`src/rtl/membus_uart_master.sv`:
```
// Byte-stream command bridge: turns 'W'/'R'/'C' commands from an RX byte stream into
// single-word valid/ready memory bus transactions and returns ACK/NAK/read data on TX.
module membus_uart_master #(
    parameter int unsigned TIMEOUT_CYCLES = 1024,
    parameter logic [7:0]  NAK_BYTE       = 8'h15,
    parameter logic [7:0]  ACK_BYTE       = 8'h06
) (
    input  logic        clk,
    input  logic        resetn,
    input  logic [7:0]  rx_data,
    input  logic        rx_valid,
    output logic        rx_ready,
    output logic [7:0]  tx_data,
    output logic        tx_valid,
    input  logic        tx_ready,
    output logic        mem_valid,
    output logic        mem_instr,
    output logic [31:0] mem_addr,
    output logic [31:0] mem_wdata,
    output logic [3:0]  mem_wstrb,
    input  logic        mem_ready,
    input  logic [31:0] mem_rdata,
    output logic        busy,
    output logic        err
);

    typedef enum logic [2:0] {S_IDLE, S_ADDR, S_DATA, S_BUS, S_RESP} state_t;

    localparam logic [31:0] TO_LAST = TIMEOUT_CYCLES - 32'd1;

    state_t      r_state;
    logic [1:0]  r_byte_cnt;
    logic        r_is_write;
    logic [31:0] r_to_cnt;
    logic [23:0] r_resp;
    logic [1:0]  r_resp_left;
    logic [7:0]  r_tx_data;
    logic        r_tx_valid;
    logic        r_mem_valid;
    logic [31:0] r_mem_addr;
    logic [31:0] r_mem_wdata;
    logic [3:0]  r_mem_wstrb;
    logic        r_busy;
    logic        r_err;
    logic        w_rx_fire;

    // rx_ready is the only combinational output; it is held low while reset is asserted
    assign rx_ready  = resetn && ((r_state == S_IDLE) || (r_state == S_ADDR) || (r_state == S_DATA));
    assign w_rx_fire = rx_valid && rx_ready;

    assign tx_data   = r_tx_data;
    assign tx_valid  = r_tx_valid;
    assign mem_valid = r_mem_valid;
    assign mem_instr = 1'b0;
    assign mem_addr  = r_mem_addr;
    assign mem_wdata = r_mem_wdata;
    assign mem_wstrb = r_mem_wstrb;
    assign busy      = r_busy;
    assign err       = r_err;

    // Command parser, bus sequencer and response serializer
    always_ff @(posedge clk) begin
        if (!resetn) begin
            r_state     <= S_IDLE;
            r_byte_cnt  <= 2'd0;
            r_is_write  <= 1'b0;
            r_to_cnt    <= 32'd0;
            r_resp      <= 24'd0;
            r_resp_left <= 2'd0;
            r_tx_data   <= 8'd0;
            r_tx_valid  <= 1'b0;
            r_mem_valid <= 1'b0;
            r_mem_addr  <= 32'd0;
            r_mem_wdata <= 32'd0;
            r_mem_wstrb <= 4'd0;
            r_busy      <= 1'b0;
            r_err       <= 1'b0;
        end else begin
            case (r_state)
                S_IDLE: begin
                    if (w_rx_fire) begin
                        r_byte_cnt <= 2'd0;
                        r_busy     <= 1'b1;
                        case (rx_data)
                            8'h57: begin
                                r_is_write <= 1'b1;
                                r_state    <= S_ADDR;
                            end
                            8'h52: begin
                                r_is_write <= 1'b0;
                                r_state    <= S_ADDR;
                            end
                            8'h43: begin
                                r_err       <= 1'b0;
                                r_tx_data   <= ACK_BYTE;
                                r_tx_valid  <= 1'b1;
                                r_resp_left <= 2'd0;
                                r_state     <= S_RESP;
                            end
                            default: begin
                                r_err       <= 1'b1;
                                r_tx_data   <= NAK_BYTE;
                                r_tx_valid  <= 1'b1;
                                r_resp_left <= 2'd0;
                                r_state     <= S_RESP;
                            end
                        endcase
                    end
                end
                S_ADDR: begin
                    if (w_rx_fire) begin
                        // Address lanes fill LSB-first; lane 0 drops the byte-offset bits
                        r_mem_addr[{r_byte_cnt, 3'b000} +: 8] <=
                            (r_byte_cnt == 2'd0) ? {rx_data[7:2], 2'b00} : rx_data;
                        r_byte_cnt <= r_byte_cnt + 2'd1;
                        if (r_byte_cnt == 2'd3) begin
                            if (r_is_write) begin
                                r_state <= S_DATA;
                            end else begin
                                r_mem_wstrb <= 4'h0;
                                r_to_cnt    <= 32'd0;
                                r_state     <= S_BUS;
                            end
                        end
                    end
                end
                S_DATA: begin
                    if (w_rx_fire) begin
                        r_mem_wdata[{r_byte_cnt, 3'b000} +: 8] <= rx_data;
                        r_byte_cnt <= r_byte_cnt + 2'd1;
                        if (r_byte_cnt == 2'd3) begin
                            r_mem_wstrb <= 4'hF;
                            r_to_cnt    <= 32'd0;
                            r_state     <= S_BUS;
                        end
                    end
                end
                S_BUS: begin
                    if (!r_mem_valid) begin
                        r_mem_valid <= 1'b1;
                    end else if (mem_ready) begin
                        // A ready on the timeout edge still counts as success
                        r_mem_valid <= 1'b0;
                        r_tx_valid  <= 1'b1;
                        r_state     <= S_RESP;
                        if (r_is_write) begin
                            r_tx_data   <= ACK_BYTE;
                            r_resp_left <= 2'd0;
                        end else begin
                            r_tx_data   <= mem_rdata[7:0];
                            r_resp      <= mem_rdata[31:8];
                            r_resp_left <= 2'd3;
                        end
                    end else if ((TIMEOUT_CYCLES != 32'd0) && (r_to_cnt == TO_LAST)) begin
                        r_mem_valid <= 1'b0;
                        r_err       <= 1'b1;
                        r_tx_data   <= NAK_BYTE;
                        r_tx_valid  <= 1'b1;
                        r_resp_left <= 2'd0;
                        r_state     <= S_RESP;
                    end else begin
                        r_to_cnt <= r_to_cnt + 32'd1;
                    end
                end
                S_RESP: begin
                    if (r_tx_valid && tx_ready) begin
                        if (r_resp_left == 2'd0) begin
                            r_tx_valid <= 1'b0;
                            r_busy     <= 1'b0;
                            r_state    <= S_IDLE;
                        end else begin
                            r_tx_data   <= r_resp[7:0];
                            r_resp      <= {8'h00, r_resp[23:8]};
                            r_resp_left <= r_resp_left - 2'd1;
                        end
                    end
                end
                default: begin
                    r_state <= S_IDLE;
                end
            endcase
        end
    end

endmodule

```
`config.mk`:
```
export PLATFORM = sky130hd
export DESIGN_NAME = membus_uart_master
export DESIGN_NICKNAME = d
export VERILOG_FILES = /design/src/rtl/membus_uart_master.sv
export SDC_FILE = /design/constraint.sdc
export NUM_CORES = 1
export LEC_CHECK = 0
export ABC_AREA = 1
export CAP_MARGIN = 10
export CORE_MARGIN = 2
export CORE_UTILIZATION = 48
export CTS_CLUSTER_SIZE = 14
export DETAILED_ROUTE_END_ITERATION = 10
export PLACE_DENSITY = 0.77
export SLEW_MARGIN = 30
export SYNTH_ARGS = -nofsm -noshare
export SYNTH_HDL_FRONTEND = slang
export SYNTH_SLANG_ARGS = --single-unit
```
`constraint.sdc`:
```
create_clock -name clk -period 2 [get_ports clk]
set_clock_uncertainty 0.15 [all_clocks]
set_input_delay 0.6 -clock clk [delete_from_list [all_inputs] [get_ports clk]]
set_output_delay 0.6 -clock clk [all_outputs]
set_load 0.02 [all_outputs]
```
==> results of run 1 <==
## power by group through the flow
stage	Combinational [mW]	Clock, mW	Sequential [mW]
2_1_floorplan	1.61	0	3.32
3_3_place_gp	2.72	0	3.22
3_5_place_dp	2.77	0	3.23
4_1_cts	2.78	3.29	3.17
5_1_grt	3.18	3.43	3.20
6_report	2.90	3.25	3.18
## metal layers
layer	wire [um]	part of all wire, %	GRT usage [%]	vias to the layer above
li1	-	-	-	3711
met1	8607	43	32.93	3353
met2	9648	48	44.09	292
met3	1479	7.3	7.692	44
met4	511	2.5	9.902	0
met5	0	0	0	-
## final timing paths
path | start | endpoint | depth (start not counted)
worst max-delay path | r_state[2] | rx_ready | 4
worst min-delay path | mem_addr[1] | mem_addr[1] | 2
worst max register to register | r_state[1] | tx_data[2] | 11
worst min register to register | mem_addr[1] | mem_addr[1] | 2
## logic make-up (layout without fill, tap and decap cells)
logic type               Yosys count  after routing  share of synthesized area, %
AO/OA/AOI/OAI                    184            184                         14.18
XOR/XNOR                          10             10                         1.268
adder cells (fa/ha/maj)            6              6                         1.087
buffers and inverters            128            345                         8.007
flip-flops                       141            141                         40.87
other                              1              3                       0.05430
AND/OR/NAND/NOR                  545            545                         34.53
## through the flow
stage	std cells	total power [mW]	instance area [um^2]	TNS, ns	util (%)
finish	1414	9.326	9677	0	69.18
detailed placement	1374	6.001	8954	-35.17	64.01
global route	1414	9.811	9677	-0.08492	69.18
floorplan	1015	4.926	6938	0	-
global placement	1374	5.947	8954	-31.17	64.01
CTS	1407	9.239	9490	0	67.84
## state kept, by name, indices dropped and copies added, names as in the netlist
register     cells
mem_wstrb        1
mem_valid        1
err              1
busy             1
mem_addr        32
tx_data          8
r_to_cnt        32
mem_wdata       32
r_resp          24
r_state          3
tx_valid         1
r_byte_cnt       2
r_is_write       1
r_resp_left      2
## final cells by class
class | instances | area [um^2] | area share, %
clock inverter | 15 | 175.2 | 1.810
timing repair buffer | 224 | 1989 | 20.56
clock buffer | 17 | 425.4 | 4.396
inverter | 89 | 346.6 | 3.582
antenna | 2 | 5.005 | 0.05172
tap | 180 | 225.2 | 2.327
sequential | 141 | 2833 | 29.27
multi-input combinational | 746 | 3677 | 38.00
## worst min-delay path: stages (launching register included)
cell and delay, ns:
dfxtp_1 0.32, nand2_1 0.05, nor2_1 0.03
## cell usage in the layout (no fill, tap or decap), types with 3 or more instances in the layout
cell             synthesis  final
o21ai_0                 73     73
nand2_1                242    233
inv_2                   10     11
nand2_4                  3      5
inv_6                    0      6
dlygate4sd2_1            0     82
a22oi_1                  5      5
nand3_2                  2      5
nand4_1                 30     30
a21oi_2                  2      3
buf_4                   12     90
nor2_4                  10     12
nor3_2                   0      3
inv_8                    0      3
clkdlybuf4s50_1          0     37
nand3_1                 31     28
ha_1                     6      4
nor2_1                 199    185
nor2_2                   2     14
a21oi_1                 79     77
dfxtp_1                141    133
nor3_1                  14     11
clkbuf_16                0     17
a31oi_1                 16     16
xor2_1                   9      9
dlymetal6s2s_1           0      4
inv_1                   78     74
nand2_2                  2      9
clkinvlp_4               0      4
buf_12                   0      7
dfxtp_2                  0      8
## timing repair
action,4_1_cts,5_1_grt
pin swaps,3,17
resized for setup,94,51
setup buffers,1,5
endpoints found under the setup margin,94,90
==> flow_metrics.py, run 1 <==
metrics = {
    "clock_tree": {
        "cts_tree": "built",
        "clock_sinks": 141,
        "clk_latency_ns": 0.43,
        "htreeDepth": 4,
        "cts.clk_slew.worst_paths_ns": 0.06,
        "cts_root_buf": "clkbuf_16",
        "hold_buffers": 0,
        "cts_buffer_depth": 2,
        "cts_buffers": 17,
    },
    "setup_path": {
        "crit_type": "flop to output pin",
        "worstPathArrival_ns": 1.20,
        "path_buf_inv": 2,
        "r2r_slack_ns": 0.06,
        "critPathLaunchType": "flop",
        "slowest_delay_ns": 0.35,
        "crit_family": "flip-flops",
        "crit_path_max_fanout": 3,
        "endpoint_kind": "output pin",
        "cp.required_ns": 1.25,
        "path_cells": "inv_2 -> nand2_2 -> nor2_4 -> clkbuf_4",
        "cp_slowest_cell": "dfxtp_2",
    },
    "die": {
        "die_h_um": 124.0,
        "die_area_um2": 15360,
        "io_pins": 127,
        "std_cell_rows": 43,
        "start_util_pct": 49.37,
        "design.core.area_um2": 13990,
        "chipWidth_um": 124.0,
    },
    "synth": {
        "yosysMostFrequentCell": "nand2_1",
        "synth_area_um2": 6907,
        "synthTopCellsByArea": "dfxtp_1, nand2_1, nor2_1",
        "yosysSeqAreaShare_pct": 40.87,
        "synth-main-ff-cell": "dfxtp_1",
        "ys_types": 41,
        "synth_seq_cells": 141,
        "synth_top_area_share_pct": 40.87,
        "synth_area_per_cell_um2": 6.805,
        "synth_top_cells_by_count": "nand2_1, nor2_1, dfxtp_1",
        "yosysWarnings": 0,
        "synth_cells": 1015,
        "synth_edf_count": 0,
        "synth_nets": 1066,
        "async_flop_share_pct": 0,
        "yosysTopAreaCell": "dfxtp_1",
    },
    "sta": {
        "finalSetupViolations": 0,
        "maxSlewHeadroom_pct": 52.75,
        "whs_ns": 0.2955,
        "timing.final.crit_share_pct": 97.49,
        "post-route-min-period_ns": 1.950,
        "maxSlewViolCount": 0,
        "finalHoldViolCount": 0,
        "max_freq_ghz": 0.5129,
        "fin_ws_ns": 0.05017,
        "tightestPinTransition_ns": 0.7088,
    },
    "power_and_ir_drop": {
        "power.switching_mw": 3.222,
        "power.density_nw_per_um2": 963.8,
        "ir_drop_mv": 0.6463,
        "cellLeakagePower_nw": 4.434,
        "switching_share_pct": 34.55,
        "p_int_mw": 6.104,
        "p_clk_share_pct": 34.8,
        "seqPwrFrac_pct": 34.1,
        "p_comb_share_pct": 31.1,
    },
    "global_routing": {
        "antenna_found_initial": 2,
        "grt-ovfl-total": 0,
        "grt_pass1_vias": 6813,
        "track_usage_pct": 26.63,
        "grt_pass1_wl_mm": 32.13,
        "grt_max_degree": 82,
    },
    "detailed_routing": {
        "drtIter0Drc": 533,
        "firstDrtPassIters": 7,
        "drt_wl_total_mm": 20.25,
        "wl_per_cell_um": 14.32,
        "viasPerCell": 5.233,
        "drc": 0,
        "vias": 7400,
        "ant_nets": 0,
    },
    "min_path": {
        "hold_path_class": "flop to flop",
    },
    "placed_design": {
        "portBuffers": 125,
        "dp_hpwl_mm": 14.16,
        "dp_slack_ns": -0.4711,
        "gp_congestion": 0.8526,
    },
    "cells_and_area": {
        "drive_gt1_share_pct": 17.53,
        "num-nets-final": 1270,
        "fill_cells": 1158,
        "syn_to_final_growth_pct": 40.11,
    },
    "status": {
        "status": "completed",
    },
    "flow_run": {
        "drv_cap": 0,
    },
}
Note: power is estimated with default switching activity, not from simulation.
==> inputs of run 2 (changes only) <==
--- a/config.mk
+++ b/config.mk
@@ -7,11 +7,13 @@
 export LEC_CHECK = 0
 export ABC_AREA = 1
 export CAP_MARGIN = 10
-export CORE_MARGIN = 2
+export CORE_MARGIN = 4
 export CORE_UTILIZATION = 48
 export CTS_CLUSTER_SIZE = 14
 export DETAILED_ROUTE_END_ITERATION = 10
+export HOLD_SLACK_MARGIN = 0.06
 export PLACE_DENSITY = 0.77
+export SKIP_LAST_GASP = 1
 export SLEW_MARGIN = 30
 export SYNTH_ARGS = -nofsm -noshare
 export SYNTH_HDL_FRONTEND = slang
==> flow_metrics.py, run 2 (same netlist as run 1, synthesis figures left out) <==
metrics = {
    "setup_path": {
        "cp_slowest_cell": "dfxtp_1",
        "r2r_slack_ns": 0.11,
        "slowest_delay_ns": 0.35,
        "crit_family": "flip-flops",
        "cp.required_ns": 1.25,
        "reg2reg_from": "r_to_cnt[0]",
        "path_cells": "inv_2 -> nand2_2 -> nor2_4 -> buf_2",
        "path_buf_inv": 2,
        "crit_type": "flop to output pin",
        "reg2regPathDepth": 11,
        "critPathLaunchType": "flop",
        "crit_path_max_fanout": 3,
        "worstPathArrival_ns": 1.21,
        "endpoint_kind": "output pin",
        "rr_endpoint": "tx_data[0]",
    },
    "global_routing": {
        "grt_pass1_vias": 7117,
        "grtUsageMet1_pct": 30.32,
        "grt-ovfl-total": 0,
        "gr-max-usage-layer": "met2",
        "gr-usage-met2_pct": 40.70,
        "grt_max_degree": 82,
        "track_usage_pct": 24.45,
        "grt_pass1_wl_mm": 32.73,
        "met3_usage_pct": 6.667,
        "antenna_found_initial": 1,
    },
    "detailed_routing": {
        "vias": 7339,
        "wl_per_cell_um": 14.12,
        "drtIter0Drc": 621,
        "firstDrtPassIters": 5,
        "drt_wl_total_mm": 20.04,
        "drc": 0,
        "viasPerCell": 5.168,
        "ant_nets": 0,
    },
    "die": {
        "chipWidth_um": 128.0,
        "std_cell_rows": 43,
        "io_pins": 127,
        "design.core.area_um2": 13990,
        "die_h_um": 128.0,
        "start_util_pct": 49.37,
        "die_area_um2": 16370,
    },
    "status": {
        "status": "completed",
    },
    "power_and_ir_drop": {
        "power.density_nw_per_um2": 942.0,
        "cellLeakagePower_nw": 4.457,
        "power_mw": 9.119,
        "ir_drop_mv": 0.7831,
    },
    "clock_tree": {
        "htreeDepth": 4,
        "cts.clk_slew.worst_paths_ns": 0.06,
        "cts_buffers": 17,
        "hold_buffers": 0,
        "cts_root_buf": "clkbuf_16",
        "clk_latency_ns": 0.42,
        "clock_sinks": 141,
        "cts_buffer_depth": 2,
        "cts_tree": "built",
    },
    "sta": {
        "rsz0062_at_grt": "true",
        "tightestPinTransition_ns": 0.6920,
        "max_freq_ghz": 0.5105,
        "maxSlewHeadroom_pct": 53.86,
        "timing.final.crit_share_pct": 97.95,
        "post-route-min-period_ns": 1.959,
        "maxSlewViolCount": 0,
        "finalHoldViolCount": 0,
        "finalSetupViolations": 0,
    },
    "placed_design": {
        "gp_congestion": 0.8931,
        "portBuffers": 125,
        "dp_hpwl_mm": 14.27,
        "dp.cells": 1375,
    },
    "cells_and_area": {
        "layout_commonest_cell": "nand2_1",
        "finalNonFillerCells": 1420,
        "multi_input_area_um2": 3665,
        "num-nets-final": 1279,
        "syn_to_final_growth_pct": 40.16,
        "num_antenna_cells": 0,
        "final_cell_mix": "nand2_1, nor2_1, dfxtp_1",
        "drive_gt1_share_pct": 17.26,
        "fill_cells": 1215,
        "regArea_um2": 2831,
    },
    "min_path": {
        "min_path_cells": 2,
        "hold_end": "mem_addr[1]",
        "hold_path_class": "flop to flop",
        "hold_path.startpoint": "mem_addr[1]",
    },
    "flow_run": {
        "drv_cap": 0,
    },
}
[run 2: worst min-delay path, cell delays in order, from the launching register on]
cell and delay [ns]:
dfxtp_1 0.32, nand2_1 0.06, nor2_1 0.03
[run 2: area by class of cell]
type                       instances  share of cell area [%]
multi-input combinational        746                   37.86
sequential                       141                   29.25
timing repair buffer             233                   21.12
clock buffer                      21                   4.860
inverter                          89                   3.503
tap                              180                   2.326
clock inverter                    10                   1.086
[run 2: metal layers]
layer	vias up	wire, um	share of wire, %
met5	-	13	0.065
met4	2	456	2.3
met3	39	1229	6.1
met2	228	9704	48
met1	3341	8640	43
li1	3729	-	-
[run 2: timing repair]
| action | CTS | global route |
|---|---|---|
| cloned | 0 | 0 |
| resized for setup | 84 | 48 |
| pin swaps | 2 | 13 |
| setup endpoints to repair | 96 | 88 |
| setup buffers | 4 | 10 |
[run 2: how the worst max path moves through the flow]
stage,from,to,cells past startpoint
global placement,rx_data[1],tx_data[7],12
detailed placement,rx_data[3],tx_data[1],11
global route,rx_data[2],tx_data[1],11
CTS,r_state[0],rx_ready,4
finish,r_state[2],rx_ready,4
floorplan,resetn,mem_wdata[21],10
[run 2: report_power, final]
part | total [mW] | switching (mW) | leakage (nW) | internal [mW]
Combinational | 2.86 | 1.69 | 3.04 | 1.17
Sequential | 3.17 | 0.135 | 1.14 | 3.04
Clock | 3.09 | 1.26 | 0.274 | 1.83
Total | 9.12 | 3.08 | 4.46 | 6.04
[run 2: stage by stage]
step	TNS, ns	hold WS (ns)	setup WS, ns	utilization [%]	instance area, um^2
CTS	-0.1420	0.3071	-0.1420	67.67	9465
global placement	-30.48	0.2988	-0.3726	63.97	8949
detailed placement	-32.54	0.3028	-0.4245	63.97	8949
finish	0	0.3003	0.04100	69.20	9681
global route	-0.2294	0.3265	-0.03271	69.20	9681
floorplan	0	0.2954	0.003676	-	6938
==> inputs of run 3 (changes only) <==
--- a/config.mk
+++ b/config.mk
@@ -9,6 +9,7 @@
 export CAP_MARGIN = 10
 export CORE_MARGIN = 4
 export CORE_UTILIZATION = 48
+export CTS_CLUSTER_DIAMETER = 30
 export CTS_CLUSTER_SIZE = 14
 export DETAILED_ROUTE_END_ITERATION = 10
 export HOLD_SLACK_MARGIN = 0.06
==> results of run 3 <==
Final layout, timing and power as in run 2 (identical DEF).
